**config.mk**
```make
export PLATFORM = sky130hd
export DESIGN_NAME = spi_reg_ctrl_flat
export DESIGN_NICKNAME = d
export VERILOG_FILES = /design/src/rtl/spi_reg_ctrl_if.sv /design/src/rtl/spi_reg_ctrl.sv /design/src/flat_wrapper.sv
export SDC_FILE = /design/constraint.sdc
export NUM_CORES = 1
export LEC_CHECK = 0
export ABC_AREA = 1
export BUFFER_PORTS_ARGS = -buffer_cell sky130_fd_sc_hd__buf_2
export CORE_UTILIZATION = 44
export DETAILED_ROUTE_END_ITERATION = 16
export PLACE_DENSITY = 0.67
export SLEW_MARGIN = 20
export SYNTH_ARGS = -nofsm -noshare
export SYNTH_HDL_FRONTEND = slang
export SYNTH_SLANG_ARGS = --single-unit
```
**constraint.sdc**
```tcl
create_clock -name clk -period 2.4 [get_ports clk]
set_clock_uncertainty 0.15 [all_clocks]
set_input_delay 0.72 -clock clk [delete_from_list [all_inputs] [get_ports clk]]
set_output_delay 0.72 -clock clk [all_outputs]
set_load 0.01 [all_outputs]
```
**src/rtl/spi_reg_ctrl_if.sv**
```systemverilog
// Register-bus bundle between the SPI register controller (master) and a register file (slave).
interface spi_reg_ctrl_if #(
    parameter int ADDR_W = 6
);
    logic [ADDR_W-1:0] reg_addr;
    logic [7:0]        reg_wdata;
    logic              reg_we;
    logic              reg_re;
    logic [7:0]        reg_rdata;

    modport master (
        output reg_addr, reg_wdata, reg_we, reg_re,
        input  reg_rdata
    );

    modport slave (
        input  reg_addr, reg_wdata, reg_we, reg_re,
        output reg_rdata
    );
endinterface

```
**src/rtl/spi_reg_ctrl.sv**
```systemverilog
// SPI byte-stream to register-bus bridge: command byte (R/nW, AINC, address) followed by
// data bytes that are written, or dummy bytes that clock out read data.
module spi_reg_ctrl #(
    parameter int ADDR_W = 6
) (
    input  logic                  clk,
    input  logic                  rst_n,
    input  logic                  cs_n,
    input  logic [7:0]            rx_byte,
    input  logic                  rx_byte_ready,
    output logic [7:0]            tx_byte,
    spi_reg_ctrl_if.master        reg_bus,
    output logic                  busy,
    output logic                  frame_done
);
    localparam logic [2:0] IDLE     = 3'd0;
    localparam logic [2:0] CMD      = 3'd1;
    localparam logic [2:0] WRITE    = 3'd2;
    localparam logic [2:0] RD_FETCH = 3'd3;
    localparam logic [2:0] READ     = 3'd4;

    logic [2:0]        state;
    logic              cs_s1, cs_s2;
    logic [1:0]        sync_vld;
    logic              cs_act, cs_act_d, cs_block;
    logic              rdy_d;
    logic              byte_evt, byte_ok, cs_rise;
    logic [ADDR_W-1:0] addr, addr_q, addr_mux;
    logic [7:0]        wdata_q, wdata_mux;
    logic              ainc, cmd_seen;
    logic              we, re;

    // cs_block keeps a frame already in progress at reset release from being entered:
    // it clears only once the synchronizer has carried a real cs_n=1 sample.
    always_ff @(posedge clk) begin
        if (!rst_n) begin
            cs_s1    <= 1'b1;
            cs_s2    <= 1'b1;
            sync_vld <= '0;
            cs_act_d <= 1'b0;
            cs_block <= 1'b1;
            rdy_d    <= 1'b0;
        end else begin
            cs_s1    <= cs_n;
            cs_s2    <= cs_s1;
            sync_vld <= {sync_vld[0], 1'b1};
            cs_act_d <= cs_act;
            if (sync_vld[1] && !cs_act)
                cs_block <= 1'b0;
            rdy_d    <= rx_byte_ready;
        end
    end

    assign cs_act   = ~cs_s2;
    assign cs_rise  = cs_act & ~cs_act_d & ~cs_block;
    assign byte_evt = rx_byte_ready & ~rdy_d;
    assign byte_ok  = byte_evt & cs_act;

    // Strobes are issued in the byte_evt cycle so read data is back during RD_FETCH.
    always_comb begin
        we        = 1'b0;
        re        = 1'b0;
        addr_mux  = addr_q;
        wdata_mux = wdata_q;
        if (byte_ok) begin
            case (state)
                CMD: begin
                    if (rx_byte[7]) begin
                        re       = 1'b1;
                        addr_mux = rx_byte[ADDR_W-1:0];
                    end
                end
                READ: begin
                    re       = 1'b1;
                    addr_mux = addr;
                end
                WRITE: begin
                    we        = 1'b1;
                    addr_mux  = addr;
                    wdata_mux = rx_byte;
                end
                default: ;
            endcase
        end
    end

    assign reg_bus.reg_we    = we;
    assign reg_bus.reg_re    = re;
    assign reg_bus.reg_addr  = addr_mux;
    assign reg_bus.reg_wdata = wdata_mux;
    assign busy              = (state != IDLE);

    always_ff @(posedge clk) begin
        if (!rst_n) begin
            state      <= IDLE;
            tx_byte    <= '0;
            addr       <= '0;
            addr_q     <= '0;
            wdata_q    <= '0;
            ainc       <= 1'b0;
            cmd_seen   <= 1'b0;
            frame_done <= 1'b0;
        end else begin
            frame_done <= 1'b0;
            addr_q     <= addr_mux;
            wdata_q    <= wdata_mux;
            if (state != IDLE && !cs_act) begin
                state      <= IDLE;
                tx_byte    <= '0;
                frame_done <= cmd_seen;
                cmd_seen   <= 1'b0;
            end else begin
                case (state)
                    IDLE: begin
                        tx_byte  <= '0;
                        cmd_seen <= 1'b0;
                        if (cs_rise)
                            state <= CMD;
                    end
                    CMD: begin
                        if (byte_ok) begin
                            addr     <= rx_byte[ADDR_W-1:0];
                            ainc     <= rx_byte[6];
                            cmd_seen <= 1'b1;
                            state    <= rx_byte[7] ? RD_FETCH : WRITE;
                        end
                    end
                    RD_FETCH: begin
                        tx_byte <= reg_bus.reg_rdata;
                        addr    <= addr + ADDR_W'(ainc);
                        state   <= READ;
                    end
                    READ: begin
                        if (byte_ok)
                            state <= RD_FETCH;
                    end
                    WRITE: begin
                        if (byte_ok)
                            addr <= addr + ADDR_W'(ainc);
                    end
                    default: state <= IDLE;
                endcase
            end
        end
    end
endmodule

```
**src/flat_wrapper.sv**
```systemverilog
// flat-port wrapper written by rule: the top's interface ports become plain ports
module spi_reg_ctrl_flat 
#(
    parameter int ADDR_W = 6
)
  (clk, rst_n, cs_n, rx_byte, rx_byte_ready, tx_byte, busy, frame_done, reg_bus_reg_addr, reg_bus_reg_wdata, reg_bus_reg_we, reg_bus_reg_re, reg_bus_reg_rdata);
  spi_reg_ctrl_if #(.ADDR_W(ADDR_W)) reg_bus_i ();
  input  logic clk;
  input  logic rst_n;
  input  logic cs_n;
  input  logic [7:0] rx_byte;
  input  logic rx_byte_ready;
  output logic [7:0] tx_byte;
  output logic busy;
  output logic frame_done;
  output wire logic [$bits(reg_bus_i.reg_addr)-1:0] reg_bus_reg_addr;
  output wire logic [$bits(reg_bus_i.reg_wdata)-1:0] reg_bus_reg_wdata;
  output wire logic [$bits(reg_bus_i.reg_we)-1:0] reg_bus_reg_we;
  output wire logic [$bits(reg_bus_i.reg_re)-1:0] reg_bus_reg_re;
  input wire logic [$bits(reg_bus_i.reg_rdata)-1:0] reg_bus_reg_rdata;
  assign reg_bus_reg_addr = reg_bus_i.reg_addr;
  assign reg_bus_reg_wdata = reg_bus_i.reg_wdata;
  assign reg_bus_reg_we = reg_bus_i.reg_we;
  assign reg_bus_reg_re = reg_bus_i.reg_re;
  assign reg_bus_i.reg_rdata = reg_bus_reg_rdata;
  spi_reg_ctrl #(.ADDR_W(ADDR_W)) u_core (.clk(clk), .rst_n(rst_n), .cs_n(cs_n), .rx_byte(rx_byte), .rx_byte_ready(rx_byte_ready), .tx_byte(tx_byte), .reg_bus(reg_bus_i), .busy(busy), .frame_done(frame_done));
endmodule
```
# --- After elaboration in Yosys (flattened, before gate mapping) ---
# Index checks and enable logic that the tools add are counted.
classes:
  addsub: 1
  eq_ne: 8
  muxes: 22
  bitwise: 11
  n_reduce_logical: 14
ops:
  columns: ["cell", "n"]
  rows:
  - ["two-way mux 6 bit", 4]
  - ["one-hot mux 6 bit (3 select lines)", 1]
  - ["two-way mux 8 bit", 2]
  - ["one-hot mux 8 bit (2 select lines)", 1]
  - ["one-hot mux 3 bit (5 select lines)", 1]
  - ["one-hot mux 6 bit (2 select lines)", 1]
  - ["two-way mux 3 bit", 3]
  - ["inequality test 2 x 1 -> 1 bit, second input constant", 4]
  - ["AND reduction 4 bit", 2]
  - ["two-way mux 1 bit", 7]
  - ["inverter 1 bit", 7]
  - ["adder 6 x 1 -> 6 bit", 1]
  - ["== test 3 x 2 -> 1 bit, second input constant", 2]
  - ["nonzero test 3 bit", 2]
  - ["AND 1 bit", 4]
  - ["one-hot mux 1 bit (2 select lines)", 2]
  - ["AND reduction 2 bit", 2]
  - ["nonzero test 2 bit", 2]
  - ["OR reduction 2 bit", 2]
  - ["== test 3 x 1 -> 1 bit, second input constant", 1]
  - ["== test 3 bit, second input constant", 1]
  - ["logical NOT 3 bit", 1]
  - ["AND reduction 3 bit", 1]
  - ["logical AND 1 bit", 2]
word_totals:
  register_bits: 41
  input_bits: 20
  output_inout_bits: 26
  word_cells: 71

# --- Logic depth before layout (Yosys ltp) ---
depth:
  word_depth: 5
  mapped_depth: 10
  mapped_depth_nobuf: 9

# --- Worst setup path before layout ---
# No wires, ideal clock.
synth_path:
  path_type: "in2out"
  from: "input rx_byte_ready"
  to: "output reg_bus_reg_wdata[1]"
  t_arrival_ns: 1.513
  required_ns: 1.530
  setup_slack_ns: 0.017
  cell_stages: 9
  path_buffers: 0
  path_cell_list: "inv_1 > nor2_4 > nand2_4 > inv_4 > nand2_4 > inv_4 > or2_0 > o21ai_1 > inv_1"
synth_via:
  elab_chain_len: 3
synth_lines:
  columns: ["item", "line", "rtl"]
  rows:
  - ["start, declared", "flat_wrapper.sv:12", "input logic rx_byte_ready;"]
  - ["AND 1 bit", "spi_reg_ctrl.sv:56", "assign byte_evt = rx_byte_ready & ~rdy_d;"]
  - ["AND 1 bit", "spi_reg_ctrl.sv:57", "assign byte_ok = byte_evt & cs_act;"]
  - ["two-way mux 8 bit", "spi_reg_ctrl.sv:65", "if (byte_ok) begin"]
  - ["end, declared", "flat_wrapper.sv:17", "output wire logic [$bits(reg_bus_i.reg_wdata)-1:0] reg_bus_reg_wdata;"]
# Every way passes these cells.

# --- Final worst setup path ---
layout_path:
  from: "input rx_byte_ready"
  to: "output reg_bus_reg_wdata[4]"
# The elaborated chain is that of the path after synthesis.

==> results.py <==
metrics = {
    "outcome": {
        "status": "finished, violations left",
        "violations": "design-rule violations, negative setup slack",
    },
    "clock_tree": {
        "clk_pin_slew_ns": 0.09,
        "cts_made_buffers": 5,
        "clkLatencyLatePin_ns": 0.30,
        "cts_tree": "done",
        "cts.htree.levels": 2,
        "cts.sinks": 41,
        "root_buffer": "clkbuf_8",
        "cts_buffer_depth": 2,
    },
    "timing": {
        "holdWs_ns": 0.2722,
        "max_freq_mhz": 392.6,
        "final-hold-violation-count": 0,
        "timing.slew.headroom_pct": 75.29,
        "setup_ws_ns": -0.1472,
        "slew_viol_final": 0,
        "worstMarginPinSlew_ns": 0.3702,
        "finalSetupViolCount": 14,
        "fin_crit_sh_pct": 106.1,
        "tns_ns": -1.480,
        "post-route-min-period_ns": 2.547,
        "rsz0062_at_grt": "true",
    },
    "power_and_ir_drop": {
        "p_sw_uw": 416.0,
        "pwr-share-clk_pct": 34.0,
        "seqPwrFrac_pct": 50.9,
        "power_density_mw_per_mm2": 528.0,
        "peakVddDrop_uv": 407.9,
        "leakage_uw": 0.001403,
        "comb_power_share_pct": 15.1,
        "switching_share_pct": 29.63,
        "p_int_uw": 987.8,
    },
    "synthesis": {
        "synth_cell_types": 31,
        "yosys.area_share.simple_pct": 38.12,
        "yosys.area_share.xor_xnor_pct": 0.4389,
        "syn-instance-count": 275,
        "yosys_warnings": 0,
        "avgSynthCellArea_um2": 7.257,
        "synth.cell_area_mm2": 0.001996,
        "syn-num-nets": 297,
        "ys_ff_latch": 41,
        "synth_compound_area_share_pct": 9.154,
        "synth.area.mux_share_pct": 0,
        "synthAdderAreaFrac_pct": 1.254,
        "ys_seq_area_share_pct": 41.13,
        "synth_top_family_by_area": "simple AND/OR/NAND/NOR gates",
    },
    "finish": {
        "n_fill_cell": 391,
        "layout-drive-gt1-share_pct": 34.97,
        "finalInstanceArea_mm2": 0.002659,
        "final-seq-area_um2": 827.0,
        "fin_cells": 398,
        "num_antenna_cells": 0,
        "synthToLayoutAreaGrowth_pct": 33.23,
        "nets": 367,
        "multi_input_area_mm2": 0.001040,
    },
    "route": {
        "dr.pass1.iters": 10,
        "drc": 1,
        "ant_nets": 0,
        "vias": 1949,
        "totalWireLength_um": 4787,
        "drtIter0Drc": 71,
        "avgViaCountPerCell": 4.897,
        "wl_per_cell_um": 12.03,
    },
    "worst_setup_path": {
        "cp-start-kind": "input pin",
        "endpoint_kind": "output port",
        "critPathMaxFanout": 4,
        "arrival_ns": 1.68,
        "worstSetupPathType": "in -> out",
        "required_ns": 1.53,
        "reg2reg_slack_ns": 0.69,
    },
    "placed_design": {
        "placed_area_mm2": 0.002376,
        "hpwl_um": 3437,
        "portBuffers": 45,
        "place_congestion": 0.8315,
        "placed_cells": 381,
    },
    "flow_run": {
        "maxCapViolCount": 0,
    },
    "die": {
        "die_x_um": 69.35,
        "dieArea_mm2": 0.004809,
        "core-area_mm2": 0.004354,
        "ioPinCount": 46,
        "row_count": 24,
        "start_util_pct": 45.83,
        "die_h_um": 69.35,
    },
    "global_routing": {
        "antenna_found_initial": 0,
        "grt-ovfl-total": 0,
        "grt_pass1_vias": 1839,
        "grt_first_pass_wirelength_um": 8079,
        "grt_usage_pct": 20.75,
        "grt_max_degree": 18,
    },
    "worst_hold_path": {
        "min_path_type": "reg -> reg",
    },
}
state kept, by name, summed over array words and instances, names as in the netlist:
register           cells
u_core.frame_done      1
u_core.cs_act_d        1
u_core.addr_q          6
u_core.cmd_seen        1
u_core.tx_byte         8
u_core.cs_block        1
u_core.cs_s1           1
u_core.addr            6
u_core.wdata_q         8
u_core.state           3
u_core.ainc            1
u_core.rdy_d           1
u_core.sync_vld        2
u_core.cs_s2           1
per-stage QoR:
stage	total power [uW]	setup WS, ns	util, %
floorplan	865.5	0.01698	-
global placement	927.4	-0.1244	54.57
detailed placement	928.2	-0.1545	54.57
CTS	1417	-0.1224	60.11
global route	1474	-0.2111	61.06
finish	1404	-0.1472	61.06
power groups by stage:
| stage | Clock, uW | Sequential (uW) | Combinational, uW |
|---|---|---|---|
| 3_3_place_gp | 0 | 728 | 200 |
| 5_1_grt | 522 | 717 | 234 |
| 4_1_cts | 496 | 714 | 207 |
| 2_1_floorplan | 0 | 722 | 144 |
| 6_report | 477 | 715 | 212 |
| 3_5_place_dp | 0 | 728 | 200 |
path summary, 6_finish.rpt:
kind	startpoint	to	cells past startpoint
hold / removal	u_core.sync_vld[1]	u_core.cs_block	1
setup reg to reg	u_core.cs_s2	u_core.ainc	10
setup / recovery	rx_byte_ready	reg_bus_reg_wdata[4]	11
hold reg to reg	u_core.sync_vld[1]	u_core.cs_block	1
cell type report:
cell class / instances / share of cell area [%]
clock buffer: 5 / 2.588
clock inverter: 3 / 0.9412
inverter: 34 / 5.271
multi-input combinational: 192 / 39.11
sequential: 41 / 31.11
tap: 52 / 2.447
timing repair buffer: 70 / 18.26
timing repair inverter: 1 / 0.2824
synthesized netlist by cell type (all sizes together):
master | instances | area share (%)
nand2 | 72 | 15
nand3 | 42 | 12
dfxtp | 41 | 41
inv | 34 | 6.8
nor2 | 28 | 6.4
o21ai | 16 | 5.1
a21oi | 14 | 3.7
or2 | 11 | 3.4
buf | 7 | 2.9
nor3 | 3 | 0.75
ha | 2 | 1.3
a31oi | 1 | 0.31
clkbuf | 1 | 0.19
nand3b | 1 | 0.38
nand4 | 1 | 0.31
xor2 | 1 | 0.44
worst max-delay path, cell delays in order:
cell	delay, ns
buf_8	0.10
inv_4	0.04
nor2_4	0.03
nand2_4	0.07
inv_6	0.05
nand2_8	0.08
clkinvlp_4	0.11
or2_1	0.24
o21ai_2	0.07
inv_1	0.05
buf_2	0.13
cell usage in the layout (no fill, tap or decap), types with 4 or more instances in the layout:
| master | n |
|---|---|
| a21oi_1 | 13 |
| buf_2 | 38 |
| buf_4 | 23 |
| buf_6 | 6 |
| clkbuf_8 | 5 |
| dfxtp_1 | 38 |
| inv_1 | 26 |
| inv_2 | 4 |
| nand2_1 | 63 |
| nand2_2 | 5 |
| nand3_1 | 34 |
| nand3_2 | 5 |
| nor2_1 | 25 |
| o21ai_0 | 8 |
| o21ai_2 | 7 |
| or2_1 | 7 |
logic make-up after synthesis:
kind of cell | count (synthesis)
simple gates | 158
buf+inv | 42
flops | 41
compound gates | 31
fa+ha+maj | 2
xor+xnor | 1
per-layer routing:
metal	vias to the layer above	track usage [%]	part of all wire, %
met5	-	0	0
met4	0	7.710	0.96
met3	4	3.924	3.5
met2	45	35.17	48
met1	886	26.08	47
li1	1014	-	-
repair_timing:
item,in CTS,in global routing
gates cloned,1,0
resized for setup,19,10
setup endpoints to repair,14,14
buffers inserted,7,1
pin swaps,5,10
hold buffers,0,0
(Power assumes the default switching activity.)
